<file path="src/rtl/l1_miss_ctrl.sv">
// Miss-handling sequencer for one 4-way L1 set: lookup, dirty writeback, line refill, LRU update.
// One request in flight; strobes are decoded from the state so async reset drops them at once.
module l1_miss_ctrl #(
    parameter int INDEX_W = 6,
    parameter int WAY_W   = 2,
    parameter int BEATS   = 4,
    localparam int BW     = $clog2(BEATS)
) (
    input  logic               clk_i,
    input  logic               rst_ni,
    input  logic               req_valid_i,
    output logic               req_ready_o,
    input  logic [INDEX_W-1:0] req_index_i,
    output logic               resp_valid_o,
    output logic [WAY_W-1:0]   resp_way_o,
    input  logic               hit_i,
    input  logic [WAY_W-1:0]   hit_way_i,
    input  logic               victim_dirty_i,
    input  logic [WAY_W-1:0]   lru_victim_i,
    output logic               lru_valid_o,
    output logic [INDEX_W-1:0] lru_index_o,
    output logic [WAY_W-1:0]   lru_way_o,
    output logic [WAY_W-1:0]   arr_way_o,
    output logic [BW-1:0]      arr_beat_o,
    output logic               arr_we_o,
    output logic               tag_we_o,
    output logic               mem_wr_valid_o,
    output logic               mem_wr_last_o,
    input  logic               mem_wr_ready_i,
    output logic               mem_rd_req_o,
    input  logic               mem_rd_gnt_i,
    input  logic               mem_rd_valid_i
);
    typedef enum logic [2:0] {IDLE, LOOKUP, WB, RD_REQ, REFILL, FILL_DONE} state_t;

    localparam logic [BW-1:0] LAST_BEAT = BW'(BEATS - 1);

    state_t             r_state, w_next;
    logic [BW-1:0]      r_beat;
    logic [INDEX_W-1:0] r_index;
    logic [WAY_W-1:0]   r_victim;
    logic               w_beat_last;
    logic               w_beat_adv;

    assign w_beat_last = (r_beat == LAST_BEAT);
    assign w_beat_adv  = (r_state == WB     && mem_wr_ready_i) ||
                         (r_state == REFILL && mem_rd_valid_i);

    // Latched index keeps the LRU block pointed at this set for the whole miss.
    assign lru_index_o = r_index;
    assign arr_way_o   = r_victim;
    assign arr_beat_o  = r_beat;

    always_ff @(posedge clk_i or negedge rst_ni) begin
        if (!rst_ni) begin
            r_state  <= IDLE;
            r_beat   <= '0;
            r_index  <= '0;
            r_victim <= '0;
        end else begin
            r_state <= w_next;
            if (r_state == IDLE && req_valid_i)
                r_index <= req_index_i;
            if (r_state == LOOKUP && !hit_i)
                r_victim <= lru_victim_i;
            if (w_beat_adv)
                r_beat <= w_beat_last ? '0 : r_beat + 1'b1;
        end
    end

    always_comb begin
        w_next         = r_state;
        req_ready_o    = 1'b0;
        resp_valid_o   = 1'b0;
        resp_way_o     = '0;
        lru_valid_o    = 1'b0;
        lru_way_o      = '0;
        arr_we_o       = 1'b0;
        tag_we_o       = 1'b0;
        mem_wr_valid_o = 1'b0;
        mem_wr_last_o  = 1'b0;
        mem_rd_req_o   = 1'b0;
        case (r_state)
            IDLE: begin
                req_ready_o = 1'b1;
                if (req_valid_i) w_next = LOOKUP;
            end
            LOOKUP: begin
                if (hit_i) begin
                    resp_valid_o = 1'b1;
                    resp_way_o   = hit_way_i;
                    lru_valid_o  = 1'b1;
                    lru_way_o    = hit_way_i;
                    w_next       = IDLE;
                end else begin
                    w_next = victim_dirty_i ? WB : RD_REQ;
                end
            end
            WB: begin
                mem_wr_valid_o = 1'b1;
                mem_wr_last_o  = w_beat_last;
                if (mem_wr_ready_i && w_beat_last) w_next = RD_REQ;
            end
            RD_REQ: begin
                mem_rd_req_o = 1'b1;
                if (mem_rd_gnt_i) w_next = REFILL;
            end
            REFILL: begin
                arr_we_o = mem_rd_valid_i;
                if (mem_rd_valid_i && w_beat_last) w_next = FILL_DONE;
            end
            FILL_DONE: begin
                tag_we_o     = 1'b1;
                resp_valid_o = 1'b1;
                resp_way_o   = r_victim;
                lru_valid_o  = 1'b1;
                lru_way_o    = r_victim;
                w_next       = IDLE;
            end
            default: w_next = IDLE;
        endcase
    end
endmodule
</file>
<file path="config.mk">
export PLATFORM = sky130hd
export DESIGN_NAME = l1_miss_ctrl
export DESIGN_NICKNAME = d
export VERILOG_FILES = /design/src/rtl/l1_miss_ctrl.sv
export SDC_FILE = /design/constraint.sdc
export NUM_CORES = 1
export LEC_CHECK = 0
export BUFFER_PORTS_ARGS = -buffer_cell sky130_fd_sc_hd__buf_2
export CAP_MARGIN = 10
export CORE_MARGIN = 3
export CORE_UTILIZATION = 38
export CTS_CLUSTER_SIZE = 14
export DETAILED_ROUTE_END_ITERATION = 7
export GPL_TIMING_DRIVEN = 1
export PLACE_DENSITY_LB_ADDON = 0.08
export SYNTH_ARGS = -nofsm -noshare
export SYNTH_HDL_FRONTEND = slang
export SYNTH_SLANG_ARGS = --single-unit
</file>
<file path="constraint.sdc">
create_clock -name clk_i -period 1.4 [get_ports clk_i]
set_input_delay 0.14 -clock clk_i [delete_from_list [all_inputs] [get_ports clk_i]]
set_output_delay 0.14 -clock clk_i [all_outputs]
set_load 0.01 [all_outputs]
</file>
==> impl_metrics.ini <==
[timing]
finalHoldViolCount = 0
skew_ns = 0.000738
slew_headroom_pct = 76.7
fin_hold_ws_ns = 0.0882
max_freq_mhz = 678
slew_viol_final = 0
finalSetupViolCount = 12
worst_slack_ns = -0.0745
tns_ns = -0.558
rsz0062_at_grt = yes
period_needed_ns = 1.47
tightest_slew_ns = 0.347
finalCritPeriodShare_pct = 105

[critical_path]
cp_common_cell = buf_6
critPathCaptureType = output pin
worstPathArrival_ns = 1.33
reg2reg_slack_ns = -0.06
cp_max_fo = 11
path_class = reg -> out
crit_path_start_kind = register
crit_chain = buf_6 > nor2b_4 > a22oi_2 > nor2_4 > buf_6
critPathMaxStageDelay_ns = 0.42
worstPathRequired_ns = 1.26
cp_slowest_cell = dfrtp_2

[placement]
gp_congestion = 0.716
post_dp_cell_area_um2 = 978
port_buffers = 39
dp_hpwl_mm = 1.31

[synthesis]
async_flop_share_pct = 100
yosys.area_share.simple_pct = 20.8
synth_area_leaders = dfrtp_1 (45%), mux2_2 (15%), nor2_1 (4.6%)
synthFlopType = dfrtp_1
syn_inst = 69
ys_seq_area_share_pct = 44.7
yosysTopAreaCell = dfrtp_1
synth_most_common_cell = dfrtp_1
ys_warn_count = 0
synth_compound_gate_area_share_pct = 9.79
synth-xor-area-share_pct = 0
syn_area_um2 = 728
synthDistinctLibCells = 26
synth_adder_area_share_pct = 1.72
synth_nets = 88
synth-edff-count = 0
synth_top_family_by_area = simple AND/OR/NAND/NOR gates
yosys.area.top_type_share_pct = 44.7
muxShareOfSynthArea_pct = 15.5
synth_seq_cells = 13
synthTopCellsByCount = dfrtp_1 (13), mux2_2 (10), nor2_1 (9)
avgSynthCellArea_um2 = 10.6

[route]
vias_per_cell = 4.71
routed_wl_mm = 1.88
ant_nets = 0
drt_pre_antenna_iters = 4
drt_iter0_markers = 1
wl_per_cell_um = 13.0
drc = 0
vias = 683

[run_status]
violations = setup timing
status = complete, but fails checks

[floorplanning]
die_h_um = 49.8
start_util_pct = 41.3
die-area_um2 = 2480
num_io_pins = 40
core_area_um2 = 1760
num_rows = 15
die_w_um = 49.8

[pwr]
power.density_nw_per_um2 = 2290
total_power_w = 0.00280
max-vdd-ir-drop_uv = 1270
leakage_nw = 0.597

[clock_network]
cts_sinks = 13
clk_pin_slew_ns = 0.09
cts_tree = done
cts_root_buf = clkbuf_4
clock_path_buffers = 2
cts_max_level = 1
numCtsBuffers = 3
clk_latency_ns = 0.28

[global_routing]
grt_max_degree = 14
grt_usage_pct = 16.3
grt_pass1_wl_mm = 3.11
grt_overflow = 0
antenna_found_initial = 0
grt_pass1_vias = 706

[finish]
diodes = 0
design_area_um2 = 1220
finalNetCount = 140
post-route-util_pct = 69.4
drive_gt1_share_pct = 74.2
areaGrowthSynthToFinish_pct = 68.0
fillers = 163

[run]
cap_violations = 0

[hold_path]
min_path_type = in -> reg
## cell type report
cell class              instances  area (um2)  share of cell area (%)
clock inverters                 1        5.00                   0.409
flip-flops and latches         13         328                    26.8
repair buffers                 54         354                    28.9
clock buffers                   3        22.5                    1.84
inverters                       1        3.75                   0.307
multi-input cells              48         479                    39.2
well taps                      25        31.3                    2.56
## critical path, delay by kind of cell (launching register included)
| family | cells | cell delay, ns |
|---|---|---|
| flops | 1 | 0.42 |
| buf+inv | 2 | 0.28 |
| simple gates | 2 | 0.27 |
| compound gates | 1 | 0.08 |
## cells by family (layout without fill, tap and decap cells)
logic type / after synthesis / after routing
DFF: 13 / 13
buffers and inverters: 8 / 59
adders and majority gates: 1 / 1
muxes: 10 / 10
AOI/OAI and AO/OA: 10 / 10
and+or+nand+nor: 27 / 27
## sequential cells by signal, indices dropped and copies added (netlist names)
signal,cells
lru_index_o,6
arr_beat_o,2
r_state,3
arr_way_o,2
## power by group
part | total (W) | switching, W | internal, W
sequential | 0.000712 | 0.000140 | 0.000572
combinational | 0.00185 | 0.000812 | 0.00104
clock | 0.000240 | 0.000135 | 0.000106
total | 0.00280 | 0.00109 | 0.00171
## worst paths after layout
kind | start | depth (start not counted) | end
setup / recovery | r_state[2]$_DFFE_PN0P_ | 5 | lru_way_o[1]
hold / removal | lru_victim_i[1] | 2 | arr_way_o[1]$_DFFE_PN0P_
setup reg to reg | r_state[1]$_DFFE_PN0P_ | 4 | arr_way_o[0]$_DFFE_PN0P_
hold reg to reg | lru_index_o[4]$_DFFE_PN0P_ | 1 | lru_index_o[4]$_DFFE_PN0P_
max in group asynchronous | rst_ni | 2 | r_state[2]$_DFFE_PN0P_
min in group asynchronous | rst_ni | 2 | lru_index_o[2]$_DFFE_PN0P_
## through the flow
| stage | instances | worst slack, ns |
|---|---|---|
| 5_1_grt | 145 | -0.146 |
| 3_5_place_dp | 135 | -0.0628 |
| 3_3_place_gp | 135 | -0.0469 |
| 4_1_cts | 142 | -0.0657 |
| 2_1_floorplan | 69 | 0.00161 |
| 6_report | 145 | -0.0745 |
## metal layers
metal  up-vias  track usage (%)  part of all wire [%]
met5         -                0                     0
met4         0             5.53                  0.85
met3         2             4.23                   5.6
met2        20             28.9                    54
met1       326             18.9                    40
li1        335                -                     -
## cell usage in the layout, fill, tap and decap left out, types with 2 or more instances in the layout
cell type / Yosys / layout
buf_2: 1 / 35
dfrtp_1: 13 / 11
buf_6: 1 / 9
buf_4: 4 / 9
mux2_4: 0 / 8
nor2_1: 9 / 4
nor2_4: 0 / 3
a21oi_1: 4 / 3
clkbuf_4: 0 / 3
nand2b_4: 1 / 2
nor2_2: 0 / 2
a22oi_2: 0 / 2
nor2b_1: 3 / 2
nand2_1: 2 / 2
mux2_2: 10 / 2
dfrtp_2: 0 / 2
## repair_timing
action / in CTS / in global routing
gates resized for setup: 24 / 18
endpoints found under the hold margin: 13 / 0
hold buffers: 1 / 0
setup endpoints to repair: 20 / 23
setup buffers: 2 / 3
pin swaps: 4 / 4
Note: power is estimated with default switching activity, not from simulation.
